==> src/rtl/phase_acc_pkg.sv <==
// Shared definitions for the multi-channel phase accumulator: default
// sizing, write-select encodings and an address-width sanity helper.
package phase_acc_pkg;

  localparam int DEFAULT_RESOLUTION = 32;
  localparam int DEFAULT_CHANNELS   = 4;
  localparam int DEFAULT_ADDR_W     = 4;

  // wr_sel encodings: which staging word of the addressed channel is written.
  localparam logic SEL_FREQ = 1'b0;
  localparam logic SEL_OFF  = 1'b1;

  // Smallest address width that can name every channel (at least one bit).
  function automatic int min_addr_w(input int channels);
    return (channels > 1) ? $clog2(channels) : 1;
  endfunction

  // True when an ADDR_W-bit address can reach all channels.
  function automatic bit addr_w_fits(input int channels, input int addr_w);
    return addr_w >= min_addr_w(channels);
  endfunction

endpackage

==> src/rtl/phase_accumulator_mc_if.sv <==
// Host-side bus of the phase accumulator: staging writes, commit, clear
// mask in; registered phase words and status pulses out.
interface phase_accumulator_mc_if
  import phase_acc_pkg::*;
#(
  parameter int RESOLUTION = DEFAULT_RESOLUTION,
  parameter int CHANNELS   = DEFAULT_CHANNELS,
  parameter int ADDR_W     = DEFAULT_ADDR_W
) ();

  logic                           wr_en;
  logic                           wr_sel;
  logic [ADDR_W-1:0]              wr_addr;
  logic [RESOLUTION-1:0]          wr_data;
  logic                           commit;
  logic [CHANNELS-1:0]            clear;
  logic [CHANNELS*RESOLUTION-1:0] phase_out;
  logic                           commit_done;
  logic                           wr_err;

  // Host / control-register side.
  modport master (
    output wr_en, wr_sel, wr_addr, wr_data, commit, clear,
    input  phase_out, commit_done, wr_err
  );

  // Accumulator side.
  modport slave (
    input  wr_en, wr_sel, wr_addr, wr_data, commit, clear,
    output phase_out, commit_done, wr_err
  );

endinterface

==> src/rtl/phase_acc_channel.sv <==
// One accumulator channel: staging words, active words, the running
// accumulator and the registered, offset-adjusted phase output.
module phase_acc_channel
  import phase_acc_pkg::*;
#(
  parameter int RESOLUTION = DEFAULT_RESOLUTION
) (
  input  logic                  clk,
  input  logic                  reset,
  input  logic                  freq_we,
  input  logic                  off_we,
  input  logic [RESOLUTION-1:0] wr_data,
  input  logic                  commit,
  input  logic                  clear,
  output logic [RESOLUTION-1:0] phase
);

  logic [RESOLUTION-1:0] freq_stage;
  logic [RESOLUTION-1:0] off_stage;
  logic [RESOLUTION-1:0] freq_act;
  logic [RESOLUTION-1:0] off_act;
  logic [RESOLUTION-1:0] acc;

  // Staging registers take host writes and persist across commits.
  // NOTE: every register here is a handful of flops, not a RAM, so each one
  // gets the asynchronous reset; the whole channel restarts from a known zero.
  always_ff @(posedge clk or posedge reset) begin
    if (reset) begin
      // NOTE: non-blocking assignments for all state, so every register in
      // this module samples pre-edge values regardless of block order.
      freq_stage <= '0;
      off_stage  <= '0;
    end else begin
      if (freq_we) freq_stage <= wr_data;
      if (off_we)  off_stage  <= wr_data;
    end
  end

  // Commit copies staged words to the active set, forwarding a same-cycle write.
  always_ff @(posedge clk or posedge reset) begin
    if (reset) begin
      freq_act <= '0;
      off_act  <= '0;
    end else if (commit) begin
      freq_act <= freq_we ? wr_data : freq_stage;
      off_act  <= off_we  ? wr_data : off_stage;
    end
  end

  // Accumulator: wraps silently; clear overrides the increment for one edge.
  always_ff @(posedge clk or posedge reset) begin
    if (reset) begin
      acc <= '0;
    end else if (clear) begin
      acc <= '0;
    end else begin
      acc <= acc + freq_act;
    end
  end

  // Output stage: offset is applied after the accumulator, so retuning the
  // offset shifts phase without touching the running frequency.
  always_ff @(posedge clk or posedge reset) begin
    if (reset) begin
      phase <= '0;
    end else begin
      phase <= acc + off_act;
    end
  end

endmodule

==> src/rtl/phase_accumulator_mc.sv <==
// Multi-channel NCO phase accumulator. Decodes host writes into per-channel
// staging enables, fans commit/clear out to the channels, and generates the
// commit_done and wr_err status pulses.
module phase_accumulator_mc
  import phase_acc_pkg::*;
#(
  parameter int RESOLUTION = DEFAULT_RESOLUTION,
  parameter int CHANNELS   = DEFAULT_CHANNELS,
  parameter int ADDR_W     = DEFAULT_ADDR_W
) (
  input  logic                   clk,
  input  logic                   reset,
  phase_accumulator_mc_if.slave  bus
);

  if (!addr_w_fits(CHANNELS, ADDR_W)) begin : g_bad_addr_w
    $error("phase_accumulator_mc: ADDR_W too narrow for CHANNELS");
  end

  logic                                 addr_ok;
  logic [CHANNELS-1:0]                  freq_we;
  logic [CHANNELS-1:0]                  off_we;
  logic [CHANNELS-1:0][RESOLUTION-1:0]  phase_arr;

  assign addr_ok = int'(bus.wr_addr) < CHANNELS;

  // Address decode: one staging write enable per channel and word type.
  always_comb begin
    // NOTE: defaults first so every path assigns both vectors and no latch
    // is inferred for channels that are not addressed.
    freq_we = '0;
    off_we  = '0;
    for (int c = 0; c < CHANNELS; c++) begin
      if (bus.wr_en && (bus.wr_addr == ADDR_W'(c))) begin
        if (bus.wr_sel == SEL_FREQ) freq_we[c] = 1'b1;
        else                        off_we[c]  = 1'b1;
      end
    end
  end

  for (genvar c = 0; c < CHANNELS; c++) begin : g_ch
    phase_acc_channel #(
      .RESOLUTION (RESOLUTION)
    ) u_channel (
      .clk     (clk),
      .reset   (reset),
      .freq_we (freq_we[c]),
      .off_we  (off_we[c]),
      .wr_data (bus.wr_data),
      .commit  (bus.commit),
      .clear   (bus.clear[c]),
      .phase   (phase_arr[c])
    );
  end

  assign bus.phase_out = phase_arr;

  // Status pulses: one cycle after a commit or an out-of-range write.
  always_ff @(posedge clk or posedge reset) begin
    if (reset) begin
      bus.commit_done <= 1'b0;
      bus.wr_err      <= 1'b0;
    end else begin
      bus.commit_done <= bus.commit;
      bus.wr_err      <= bus.wr_en && !addr_ok;
    end
  end

endmodule

==> src/flat_wrapper.sv <==
// flat-port wrapper written by rule: the top's interface ports become plain ports
module phase_accumulator_mc_flat import phase_acc_pkg::*;
#(
  parameter int RESOLUTION = DEFAULT_RESOLUTION,
  parameter int CHANNELS   = DEFAULT_CHANNELS,
  parameter int ADDR_W     = DEFAULT_ADDR_W
)
  (clk, reset, bus_wr_en, bus_wr_sel, bus_wr_addr, bus_wr_data, bus_commit, bus_clear, bus_phase_out, bus_commit_done, bus_wr_err);
  phase_accumulator_mc_if #(.RESOLUTION(RESOLUTION), .CHANNELS(CHANNELS), .ADDR_W(ADDR_W)) bus_i ();
  input  logic clk;
  input  logic reset;
  input wire logic [$bits(bus_i.wr_en)-1:0] bus_wr_en;
  input wire logic [$bits(bus_i.wr_sel)-1:0] bus_wr_sel;
  input wire logic [$bits(bus_i.wr_addr)-1:0] bus_wr_addr;
  input wire logic [$bits(bus_i.wr_data)-1:0] bus_wr_data;
  input wire logic [$bits(bus_i.commit)-1:0] bus_commit;
  input wire logic [$bits(bus_i.clear)-1:0] bus_clear;
  output wire logic [$bits(bus_i.phase_out)-1:0] bus_phase_out;
  output wire logic [$bits(bus_i.commit_done)-1:0] bus_commit_done;
  output wire logic [$bits(bus_i.wr_err)-1:0] bus_wr_err;
  assign bus_i.wr_en = bus_wr_en;
  assign bus_i.wr_sel = bus_wr_sel;
  assign bus_i.wr_addr = bus_wr_addr;
  assign bus_i.wr_data = bus_wr_data;
  assign bus_i.commit = bus_commit;
  assign bus_i.clear = bus_clear;
  assign bus_phase_out = bus_i.phase_out;
  assign bus_commit_done = bus_i.commit_done;
  assign bus_wr_err = bus_i.wr_err;
  phase_accumulator_mc #(.RESOLUTION(RESOLUTION), .CHANNELS(CHANNELS), .ADDR_W(ADDR_W)) u_core (.clk(clk), .reset(reset), .bus(bus_i));
endmodule
==> config.mk <==
export PLATFORM = sky130hd
export DESIGN_NAME = phase_accumulator_mc_flat
export DESIGN_NICKNAME = d
export VERILOG_FILES = /design/src/rtl/phase_acc_pkg.sv /design/src/rtl/phase_accumulator_mc_if.sv /design/src/rtl/phase_acc_channel.sv /design/src/rtl/phase_accumulator_mc.sv /design/src/flat_wrapper.sv
export SDC_FILE = /design/constraint.sdc
export NUM_CORES = 2
export LEC_CHECK = 0
export BUFFER_PORTS_ARGS = -buffer_cell sky130_fd_sc_hd__buf_2
export CAP_MARGIN = 15
export CORE_MARGIN = 2
export CORE_UTILIZATION = 55
export DETAILED_ROUTE_END_ITERATION = 12
export PLACE_DENSITY = 0.77
export SLEW_MARGIN = 20
export SYNTH_ARGS = -nofsm -noshare
export SYNTH_HDL_FRONTEND = slang
export SYNTH_SLANG_ARGS = --single-unit
==> constraint.sdc <==
create_clock -name clk -period 26.8 [get_ports clk]
set_input_delay 5.36 -clock clk [delete_from_list [all_inputs] [get_ports clk]]
set_output_delay 5.36 -clock clk [all_outputs]
set_load 0.01 [all_outputs]
==> results.json <==
{
  "fill_cells": 5524,
  "rsz0062_at_grt": "false",
  "cts-resized-gates": 0,
  "area_growth_pct": 11.55,
  "syn-cell-area_um2": 39210,
  "async_flop_share_pct": 100.0,
  "p_int_mw": 3.020,
  "skew_ps": 20.90,
  "core_um2": 70270,
  "gr-usage-met1_pct": 38.63,
  "hold_violations": 0,
  "synthFlopType": "dfrtp_1",
  "dr.pass1.iters": 5,
  "critPathArrivalTime_ps": 8260,
  "antenna_found_initial": 10,
  "row_count": 97,
  "synth.net_count": 3706,
  "ys_ff_latch": 770,
  "place_inst": 4400,
  "fin_area_um2": 43740,
  "placed_cell_area_um2": 40870,
  "root_buffer": "clkbuf_16",
  "detail-route-antenna-nets": 0,
  "synth-edff-count": 0,
  "yosysWarnings": 0,
  "netSwitchingPower_mw": 1.739,
  "grt_overflow": 0,
  "r2r-start": "u_core.g_ch[3].u_channel.off_act[0]$_DFFE_PP0P_",
  "pwr-share-comb_pct": 39.2,
  "fp.dieH_um": 271.0,
  "grt_pass1_wl_um": 148300,
  "worst_pin_slew_ps": 1007,
  "vias": 26720,
  "place_congestion": 0.9105,
  "insertion_delay_ps": 620,
  "fin_crit_ps": 7660,
  "start_util_pct": 55.79,
  "hold_start": "u_core.g_ch[2].u_channel.off_stage[4]$_DFF_PP0_",
  "cp.required_ps": 27400,
  "post_synth_num_cell_types": 87,
  "use_met2_pct": 37.82,
  "avgSynthCellArea_um2": 11.51,
  "drv_cap": 0,
  "cts_max_level": 3,
  "grt_usage_pct": 25.60,
  "viasPerCell": 5.879,
  "slew_headroom_pct": 32.87,
  "postCtsHoldBufs": 0,
  "ys_seq_area_share_pct": 49.14,
  "pin_count": 175,
  "grtUsageMet3_pct": 4.100,
  "hold_path_class": "flip-flop to flip-flop",
  "drive_above_1_share_pct": 24.40,
  "busiest_layer": "met1",
  "io_buffers": 174,
  "routedWlPerCell_um": 20.65,
  "drt-initial-drc-count": 1952,
  "dieWidth_um": 271.0,
  "dp_hpwl_um": 64170,
  "power_density_nw_per_um2": 108.8,
  "slew_violations": 0,
  "final_cell_mix": "dfrtp_1 (770), mux2_2 (517), a21oi_1 (265), ha_1 (248), nor2_1 (226)",
  "final_common_cell": "dfrtp_1",
  "stdcell_count": 4546,
  "fin_nets": 3844,
  "swShare_pct": 36.54,
  "die_area_um2": 73440,
  "crit_type": "input port to asynchronous set/reset pin",
  "tns_ps": 0,
  "post-cts-setup-buffer-count": 0,
  "cp-end-kind": "asynchronous set/reset pin",
  "startpoint": "reset",
  "drc": 0,
  "fmax_ghz": 0.1305,
  "seqPwrFrac_pct": 35.9,
  "peakVddDrop_uv": 48.62,
  "cellLeakagePower_nw": 21.43,
  "grt_pass1_vias": 26400,
  "status": "complete, no violations",
  "grt_max_degree": 176,
  "numCtsBuffers": 80,
  "setup_viol": 0,
  "p_clk_share_pct": 24.9,
  "cts_buffer_depth": 3,
  "cts.sinks": 770,
  "clkTransAtPathRegs_ps": 60,
  "cts_tree": "done",
  "synthCells": 3405,
  "startpoint_type": "input port",
  "fin_crit_sh_pct": 28.58,
  "critical_path.max_fanout": 175,
  "drt_wl_total_um": 93860
}
[stage by stage]
stage          utilization (%)  worst slack (ps)  total power [mW]  hold WS (ps)
4_1_cts                  62.19             18870             4.763         490.9
5_1_grt                  62.23             18530             5.063         496.1
3_3_place_gp             58.16             18280             3.516         472.2
2_1_floorplan                -             10880             3.050         466.6
6_report                 62.24             19140             4.759         489.2
3_5_place_dp             58.16             18210             3.549         477.9
[Yosys cell counts (4+ instances only)]
cell,instances,area [um^2]
a2111oi_0,4,35.03
a211oi_1,21,157.7
a21boi_0,9,67.56
a21o_1,137,1028
a21oi_1,265,1326
a221oi_1,7,61.31
a31o_2,7,61.31
a31oi_1,30,187.7
a41oi_1,6,52.55
and2_1,9,56.30
and3_1,28,175.2
buf_1,33,123.9
buf_2,5,25.02
clkbuf_1,96,360.4
dfrtp_1,770,19270
fa_1,8,160.2
ha_1,248,3103
inv_1,67,251.5
mux2_2,517,5822
nand2_1,159,596.8
nand2b_1,14,87.58
nand3_1,53,265.3
nand4_1,37,231.5
nor2_1,226,848.3
nor2b_1,32,200.2
nor3_1,32,160.2
nor4_1,9,56.30
o211ai_1,19,142.6
o21a_1,31,232.7
o21ai_0,132,660.6
o21bai_1,37,277.8
o311ai_0,6,52.55
o31a_1,4,35.03
o31ai_1,21,157.7
o41ai_1,4,35.03
or2_2,8,50.05
or3_1,8,50.05
or4_1,4,30.03
xnor2_1,124,1086
xor2_1,101,884.6
[power by group through the flow]
stage	clock (mW)	sequential, mW	combinational [mW]
floorplan	0	1.70	1.35
global placement	0	1.71	1.80
detailed placement	0	1.72	1.83
CTS	1.21	1.71	1.85
global route	1.26	1.74	2.06
finish	1.19	1.71	1.86
[kinds of logic after synthesis]
group	count (synthesis)	share of synthesized area (%)
flops	770	49.14
compound gates	796	13.09
xor+xnor	225	5.026
simple gates	635	7.496
mux	517	14.85
fa+ha+maj	256	8.323
buf+inv	206	2.068
[routing by layer]
layer / share of wire, % / routed length (um)
met5: 0.014 / 13
met4: 2.9 / 2749
met3: 6.1 / 5718
met2: 43 / 40470
met1: 48 / 44900
[state kept, by name, indices dropped and copies added, names as in the netlist]
name	flops
u_core.bus.commit_done	1
u_core.bus.wr_err	1
u_core.g_ch.u_channel.acc	128
u_core.g_ch.u_channel.freq_act	128
u_core.g_ch.u_channel.freq_stage	128
u_core.g_ch.u_channel.off_act	128
u_core.g_ch.u_channel.off_stage	128
u_core.g_ch.u_channel.phase	128
[critical path: stages]
cell        delay [ps]
buf_2              110
clkinvlp_4         350
buf_4              670
buf_12             620
buf_4              870
[path summary, 6_finish.rpt]
| check | end | cells past startpoint | slack [ps] |
|---|---|---|---|
| worst max-delay path | u_core.g_ch[0].u_channel.phase[29]$_DFF_PP0_ | 5 | 19140 |
| worst min-delay path | u_core.g_ch[2].u_channel.off_stage[4]$_DFF_PP0_ | 1 | 490 |
| worst max register to register | u_core.g_ch[3].u_channel.phase[26]$_DFF_PP0_ | 10 | 23440 |
| worst min register to register | u_core.g_ch[2].u_channel.off_stage[4]$_DFF_PP0_ | 1 | 490 |
| max in group clk | u_core.g_ch[3].u_channel.freq_act[8]$_DFFE_PP0P_ | 8 | 19770 |
| min in group asynchronous | u_core.g_ch[1].u_channel.phase[8]$_DFF_PP0_ | 2 | 4780 |
[area by class of cell]
class | instances | area [um^2] | share of cell area, %
Tap cell | 940 | 1176 | 2.689
Multi-Input combinational cell | 2429 | 19130 | 43.73
Inverter | 67 | 255.2 | 0.5836
Timing Repair Buffer | 195 | 1071 | 2.449
Antenna cell | 4 | 10.01 | 0.02289
Clock inverter | 31 | 498.0 | 1.139
Sequential cell | 770 | 19270 | 44.06
Clock buffer | 110 | 2330 | 5.327
(Power assumes the default switching activity.)
